$ cat src/rtl/rv32m_muldiv_if.sv
// Request/response handshake bundle between the core and the RV32M multiply/divide unit.
// The core is the master; the unit is the slave.
interface rv32m_muldiv_if #(
  parameter int unsigned XLEN = 32
);
  logic            req_valid;
  logic            req_ready;
  logic [2:0]      op;
  logic [XLEN-1:0] a;
  logic [XLEN-1:0] b;
  logic            resp_valid;
  logic            resp_ready;
  logic [XLEN-1:0] result;
  logic            busy;

  modport master (
    output req_valid, op, a, b, resp_ready,
    input  req_ready, resp_valid, result, busy
  );

  modport slave (
    input  req_valid, op, a, b, resp_ready,
    output req_ready, resp_valid, result, busy
  );
endinterface

$ cat src/rtl/rv32m_muldiv.sv
// Radix-2 iterative RV32M multiply/divide unit: shift-add multiply, restoring divide,
// operating on magnitudes with a single sign fixup on the final iteration.
module rv32m_muldiv #(
  parameter int unsigned XLEN = 32
) (
  input logic           clk,
  input logic           rst,
  rv32m_muldiv_if.slave bus
);

  typedef enum logic [1:0] {StIdle, StCalc, StDone} state_e;

  state_e          state_q, state_d;
  logic [XLEN-1:0] hi_q, lo_q, opa_q, result_q;
  logic [2:0]      op_q;
  logic            neg_q;
  logic [4:0]      cnt_q;

  logic            accept, is_div, a_signed, b_signed, a_neg, b_neg, res_neg;
  logic            div_zero, div_ovf, special;
  logic [XLEN-1:0] a_abs, b_abs, special_res;

  // Request decode
  always_comb begin
    accept   = bus.req_valid && (state_q == StIdle);
    is_div   = bus.op[2];
    a_signed = (bus.op == 3'b001) || (bus.op == 3'b010) || (bus.op == 3'b100) ||
               (bus.op == 3'b110);
    b_signed = (bus.op == 3'b001) || (bus.op == 3'b100) || (bus.op == 3'b110);
    a_neg    = a_signed && bus.a[XLEN-1];
    b_neg    = b_signed && bus.b[XLEN-1];
    a_abs    = a_neg ? ('0 - bus.a) : bus.a;
    b_abs    = b_neg ? ('0 - bus.b) : bus.b;
    // Remainder follows the dividend; everything else follows the product/quotient sign.
    res_neg  = (bus.op[2] && bus.op[1]) ? a_neg : (a_neg ^ b_neg);
    div_zero = is_div && (bus.b == '0);
    div_ovf  = is_div && !bus.op[0] && (bus.a == {1'b1, {(XLEN-1){1'b0}}}) &&
               (bus.b == '1);
    special  = div_zero || div_ovf;
    if (div_zero) begin
      special_res = bus.op[1] ? bus.a : '1;
    end else begin
      special_res = bus.op[1] ? '0 : {1'b1, {(XLEN-1){1'b0}}};
    end
  end

  logic [XLEN:0]     mul_sum, div_shift;
  logic [XLEN-1:0]   div_rem, hi_n, lo_n, quo_s, rem_s, final_res;
  logic              div_ok;
  logic [2*XLEN-1:0] prod, prod_s;

  // One iteration step and final sign fixup
  always_comb begin
    mul_sum   = {1'b0, hi_q} + (lo_q[0] ? {1'b0, opa_q} : '0);
    div_shift = {hi_q, lo_q[XLEN-1]};
    div_ok    = div_shift >= {1'b0, opa_q};
    div_rem   = div_shift[XLEN-1:0] - opa_q;
    if (op_q[2]) begin
      hi_n = div_ok ? div_rem : div_shift[XLEN-1:0];
      lo_n = {lo_q[XLEN-2:0], div_ok};
    end else begin
      hi_n = mul_sum[XLEN:1];
      lo_n = {mul_sum[0], lo_q[XLEN-1:1]};
    end
    prod   = {hi_n, lo_n};
    prod_s = neg_q ? ('0 - prod) : prod;
    quo_s  = neg_q ? ('0 - lo_n) : lo_n;
    rem_s  = neg_q ? ('0 - hi_n) : hi_n;
    unique case (op_q)
      3'b000:                 final_res = prod_s[XLEN-1:0];
      3'b001, 3'b010, 3'b011: final_res = prod_s[2*XLEN-1:XLEN];
      3'b100, 3'b101:         final_res = quo_s;
      default:                final_res = rem_s;
    endcase
  end

  always_ff @(posedge clk or posedge rst) begin
    if (rst) begin
      hi_q     <= '0;
      lo_q     <= '0;
      opa_q    <= '0;
      result_q <= '0;
      op_q     <= '0;
      neg_q    <= 1'b0;
      cnt_q    <= '0;
    end else if (accept) begin
      op_q  <= bus.op;
      neg_q <= res_neg;
      cnt_q <= '0;
      if (special) begin
        result_q <= special_res;
      end else begin
        hi_q  <= '0;
        lo_q  <= is_div ? a_abs : b_abs;
        opa_q <= is_div ? b_abs : a_abs;
      end
    end else if (state_q == StCalc) begin
      hi_q  <= hi_n;
      lo_q  <= lo_n;
      cnt_q <= cnt_q + 5'd1;
      if (cnt_q == 5'd31) begin
        result_q <= final_res;
      end
    end
  end

  always_ff @(posedge clk or posedge rst) begin
    if (rst) begin
      state_q <= StIdle;
    end else begin
      state_q <= state_d;
    end
  end

  always_comb begin
    state_d = state_q;
    unique case (state_q)
      StIdle: if (accept) state_d = special ? StDone : StCalc;
      StCalc: if (cnt_q == 5'd31) state_d = StDone;
      StDone: if (bus.resp_ready) state_d = StIdle;
      default: state_d = StIdle;
    endcase
  end

  always_comb begin
    bus.req_ready  = (state_q == StIdle);
    bus.resp_valid = (state_q == StDone);
    bus.busy       = (state_q != StIdle);
    bus.result     = result_q;
  end

endmodule

$ cat src/flat_wrapper.sv
// flat-port wrapper written by rule: the top's interface ports become plain ports
module rv32m_muldiv_flat 
#(
  parameter int unsigned XLEN = 32
)
  (clk, rst, bus_req_valid, bus_op, bus_a, bus_b, bus_resp_ready, bus_req_ready, bus_resp_valid, bus_result, bus_busy);
  rv32m_muldiv_if #(.XLEN(XLEN)) bus_i ();
  input logic clk;
  input logic rst;
  input wire logic [$bits(bus_i.req_valid)-1:0] bus_req_valid;
  input wire logic [$bits(bus_i.op)-1:0] bus_op;
  input wire logic [$bits(bus_i.a)-1:0] bus_a;
  input wire logic [$bits(bus_i.b)-1:0] bus_b;
  input wire logic [$bits(bus_i.resp_ready)-1:0] bus_resp_ready;
  output wire logic [$bits(bus_i.req_ready)-1:0] bus_req_ready;
  output wire logic [$bits(bus_i.resp_valid)-1:0] bus_resp_valid;
  output wire logic [$bits(bus_i.result)-1:0] bus_result;
  output wire logic [$bits(bus_i.busy)-1:0] bus_busy;
  assign bus_i.req_valid = bus_req_valid;
  assign bus_i.op = bus_op;
  assign bus_i.a = bus_a;
  assign bus_i.b = bus_b;
  assign bus_i.resp_ready = bus_resp_ready;
  assign bus_req_ready = bus_i.req_ready;
  assign bus_resp_valid = bus_i.resp_valid;
  assign bus_result = bus_i.result;
  assign bus_busy = bus_i.busy;
  rv32m_muldiv #(.XLEN(XLEN)) u_core (.clk(clk), .rst(rst), .bus(bus_i));
endmodule
$ cat config.mk
export PLATFORM = sky130hd
export DESIGN_NAME = rv32m_muldiv_flat
export DESIGN_NICKNAME = d
export VERILOG_FILES = /design/src/rtl/rv32m_muldiv_if.sv /design/src/rtl/rv32m_muldiv.sv /design/src/flat_wrapper.sv
export SDC_FILE = /design/constraint.sdc
export NUM_CORES = 1
export LEC_CHECK = 0
export ABC_AREA = 1
export BUFFER_PORTS_ARGS = -buffer_cell sky130_fd_sc_hd__buf_2
export CELL_PAD_IN_SITES_DETAIL_PLACEMENT = 1
export CELL_PAD_IN_SITES_GLOBAL_PLACEMENT = 2
export CORE_UTILIZATION = 33
export DETAILED_ROUTE_END_ITERATION = 10
export GPL_TIMING_DRIVEN = 0
export PLACE_DENSITY = 0.86
export SLEW_MARGIN = 20
export SYNTH_ARGS = -nofsm -noshare
export SYNTH_HDL_FRONTEND = slang
export SYNTH_SLANG_ARGS = --single-unit
$ cat constraint.sdc
create_clock -name clk -period 5.6 [get_ports clk]
set_clock_uncertainty 0.1 [all_clocks]
set_input_delay 0.28 -clock clk [delete_from_list [all_inputs] [get_ports clk]]
set_output_delay 0.28 -clock clk [all_outputs]
set_load 0.1 [all_outputs]
==> impl_metrics.env <==
export IMPL_synthMostInstantiatedCell="nand2_1"
export IMPL_antenna_left=0
export IMPL_dpl_cell_count=3854
export IMPL_grt_max_degree=79
export IMPL_dr_first_iter_drc_count=1655
export IMPL_cts_tree="done"
export IMPL_routed_wl_mm=96.44
export IMPL_crit_required_ps=5890
export IMPL_ys_warnings_count=0
export IMPL_synthArstFlopShare_pct=100.0
export IMPL_setup_viol=0
export IMPL_clock_sinks=139
export IMPL_overflow=0
export IMPL_drive_gt1_share_pct=10.70
export IMPL_yosys_cell_types_count=55
export IMPL_crit_fanout=10
export IMPL_wl_per_cell_um=24.77
export IMPL_synth_seq_area_share_pct=19.72
export IMPL_cp_startpoint="u_core.hi_q[7]$_DFFE_PP0P_"
export IMPL_topRoutingLayerUsed="met4"
export IMPL_path_clk_slew_ps=80
export IMPL_core_region_area_sq_um=52660
export IMPL_gp_congestion=1.043
export IMPL_h_tree_depth=4
export IMPL_dr_wl_met2_mm=45.00
export IMPL_synthFlopType="dfrtp_1"
export IMPL_vias=21779
export IMPL_cts_path_max_buffers=2
export IMPL_die_h_um=233.2
export IMPL_route_met3_wl_mm=5.709
export IMPL_crit_family="simple AND/OR/NAND/NOR gates"
export IMPL_worst_pin_slew_ps=1171
export IMPL_cts_made_buffers=17
export IMPL_max_stage_delay_ps=480
export IMPL_grt_pass1_vias=21687
export IMPL_synth_top_area_share_pct=19.72
export IMPL_fp_dieW_um=233.2
export IMPL_cp_common_cell="nand2_1"
export IMPL_rsz0062_at_grt="false"
export IMPL_critPathLaunchType="flop"
export IMPL_syn_nets=3204
export IMPL_n_antenna_cell=0
export IMPL_layout_nets=3336
export IMPL_drv_slew=0
export IMPL_timing_hold_violations_final=0
export IMPL_yosys_area_top_type="dfrtp_1"
export IMPL_synth_area_sq_um=17630
export IMPL_synth_seq_cells=139
export IMPL_start_util_pct=33.49
export IMPL_drv_cap=0
export IMPL_drc=0
export IMPL_period_share_pct=97.04
export IMPL_ys_top_cells_by_count="nand2_1 (909), inv_1 (424), nor2_1 (330)"
export IMPL_track_usage_pct=35.79
export IMPL_clock_latency_ps=500
export IMPL_synth_avg_cell_area_sq_um=5.763
export IMPL_critPathKind="flop to flop"
export IMPL_fin_crit_ps=5434
export IMPL_wirelength_met1_mm=41.29
export IMPL_hold_path_class="primary input to flop"
export IMPL_fmax_ghz=0.1840
export IMPL_cp_slowest_cell="dfrtp_2"
export IMPL_dp_hpwl_mm=81.56
export IMPL_portBuffers=105
export IMPL_area_delta_synth_final_pct=12.13
export IMPL_num_rows=84
export IMPL_vias_per_cell=5.594
export IMPL_critical_path_buf_inv_count=5
export IMPL_slew_headroom_pct=21.09
export IMPL_instances_no_fill=3893
export IMPL_antenna_found_initial=3
export IMPL_end_kind="flop"
export IMPL_drt_pass1_iter_count=5
export IMPL_worstHoldStart="bus_op[0]"
export IMPL_clockRootBuffer="clkbuf_16"
export IMPL_dieArea_sq_um=54370
export IMPL_cp_arrival_ps=5720
export IMPL_reg2reg_from="u_core.hi_q[7]$_DFFE_PP0P_"
export IMPL_netlist_instances=3060
export IMPL_synth_area_leaders="dfrtp_1 (20%), nand2_1 (19%), inv_1 (9.0%)"
export IMPL_synth_edf_count=0
export IMPL_grt_pass1_wl_mm=141.0
export IMPL_status="finished clean"
export IMPL_top_level_ports=106
[sequential cells by signal (all words and copies together) (netlist names)]
register           count
u_core.bus.result     32
u_core.opa_q          32
u_core.state_q         2
u_core.cnt_q           5
u_core.lo_q           32
u_core.op_q            3
u_core.hi_q           32
u_core.neg_q           1
[area by class of cell]
cell class                 count  area [sq um]
buffer                       104         521.8
clock buffer                  17         425.4
clock inverter                15         193.9
fill                        7224         32880
inverter                     446          1682
multi-input combinational   2371         12000
sequential                   139          3482
tap                          688         860.8
timing repair buffer         113         610.6
[per-stage QoR]
stage	instance area [sq um]	worst slack, ps	hold WS [ps]	TNS (ps)	utilization [%]
finish	19770	165.9	107.8	0	37.55
floorplan	17630	1189	344.6	0	-
CTS	19700	110.6	86.36	0	37.40
global route	19770	1.039	131.2	0	37.55
detailed placement	19060	-57.56	320.4	-60.05	36.19
global placement	19020	-552.2	359.8	-73520	36.12
[cells by family after synthesis]
family / count (synthesis) / synth area share, %
adders and majority gates: 73 / 5.265
buffers and inverters: 550 / 12.45
and+or+nand+nor: 1712 / 42.19
xor gates and xnor gates: 85 / 4.222
AOI/OAI and AO/OA: 500 / 16.09
muxes: 1 / 0.05676
DFF: 139 / 19.72
[timing repair]
item,CTS,global route
buffers inserted,0,5
endpoints found under the hold margin,78,0
gates cloned,0,0
hold buffers,2,0
setup endpoints to repair,2,14
pin swaps,0,1
gates resized for setup,2,12
[worst paths after layout]
check	endpoint	slack, ps	cells after the start
worst max-delay path	u_core.bus.result[28]$_DFFE_PP0P_	170	31
min in group asynchronous	u_core.opa_q[7]$_DFFE_PP0P_	310	3
worst max register to register	u_core.bus.result[28]$_DFFE_PP0P_	170	31
worst min-delay path	u_core.op_q[0]$_DFFE_PP0P_	110	3
worst min register to register	u_core.bus.result[0]$_DFFE_PP0P_	390	2
max in group asynchronous	u_core.bus.result[11]$_DFFE_PP0P_	4280	4
[worst min-delay path, delay by kind of cell]
| kind | cells | cell delay [ps] |
|---|---|---|
| buffers and inverters | 2 | 220 |
| AO/OA/AOI/OAI | 1 | 170 |
[cells in the final DEF (no fill, tap or decap), types with 18 or more instances in the layout]
master,count
buf_2,132
xnor2_1,18
a31oi_1,18
ha_1,67
nand2_1,909
nor2_1,330
inv_2,22
inv_1,419
nand4_1,39
a21oi_1,153
o22ai_1,59
nor2_2,26
nand2_2,36
o21ai_1,24
dfrtp_1,136
xor2_1,67
nand3_1,247
o21ai_0,169
nor3_1,39
clkbuf_1,58
[metal layers]
metal  global-route usage, %  vias to the layer above
li1                        -                    10128
met1                   45.82                    10710
met2                   59.38                      762
met3                   4.785                      179
met4                   16.38                        0
met5                       0                        -
Power is not shown: default switching activity piles up to over one toggle a cycle in this logic, so the estimate is an artifact.
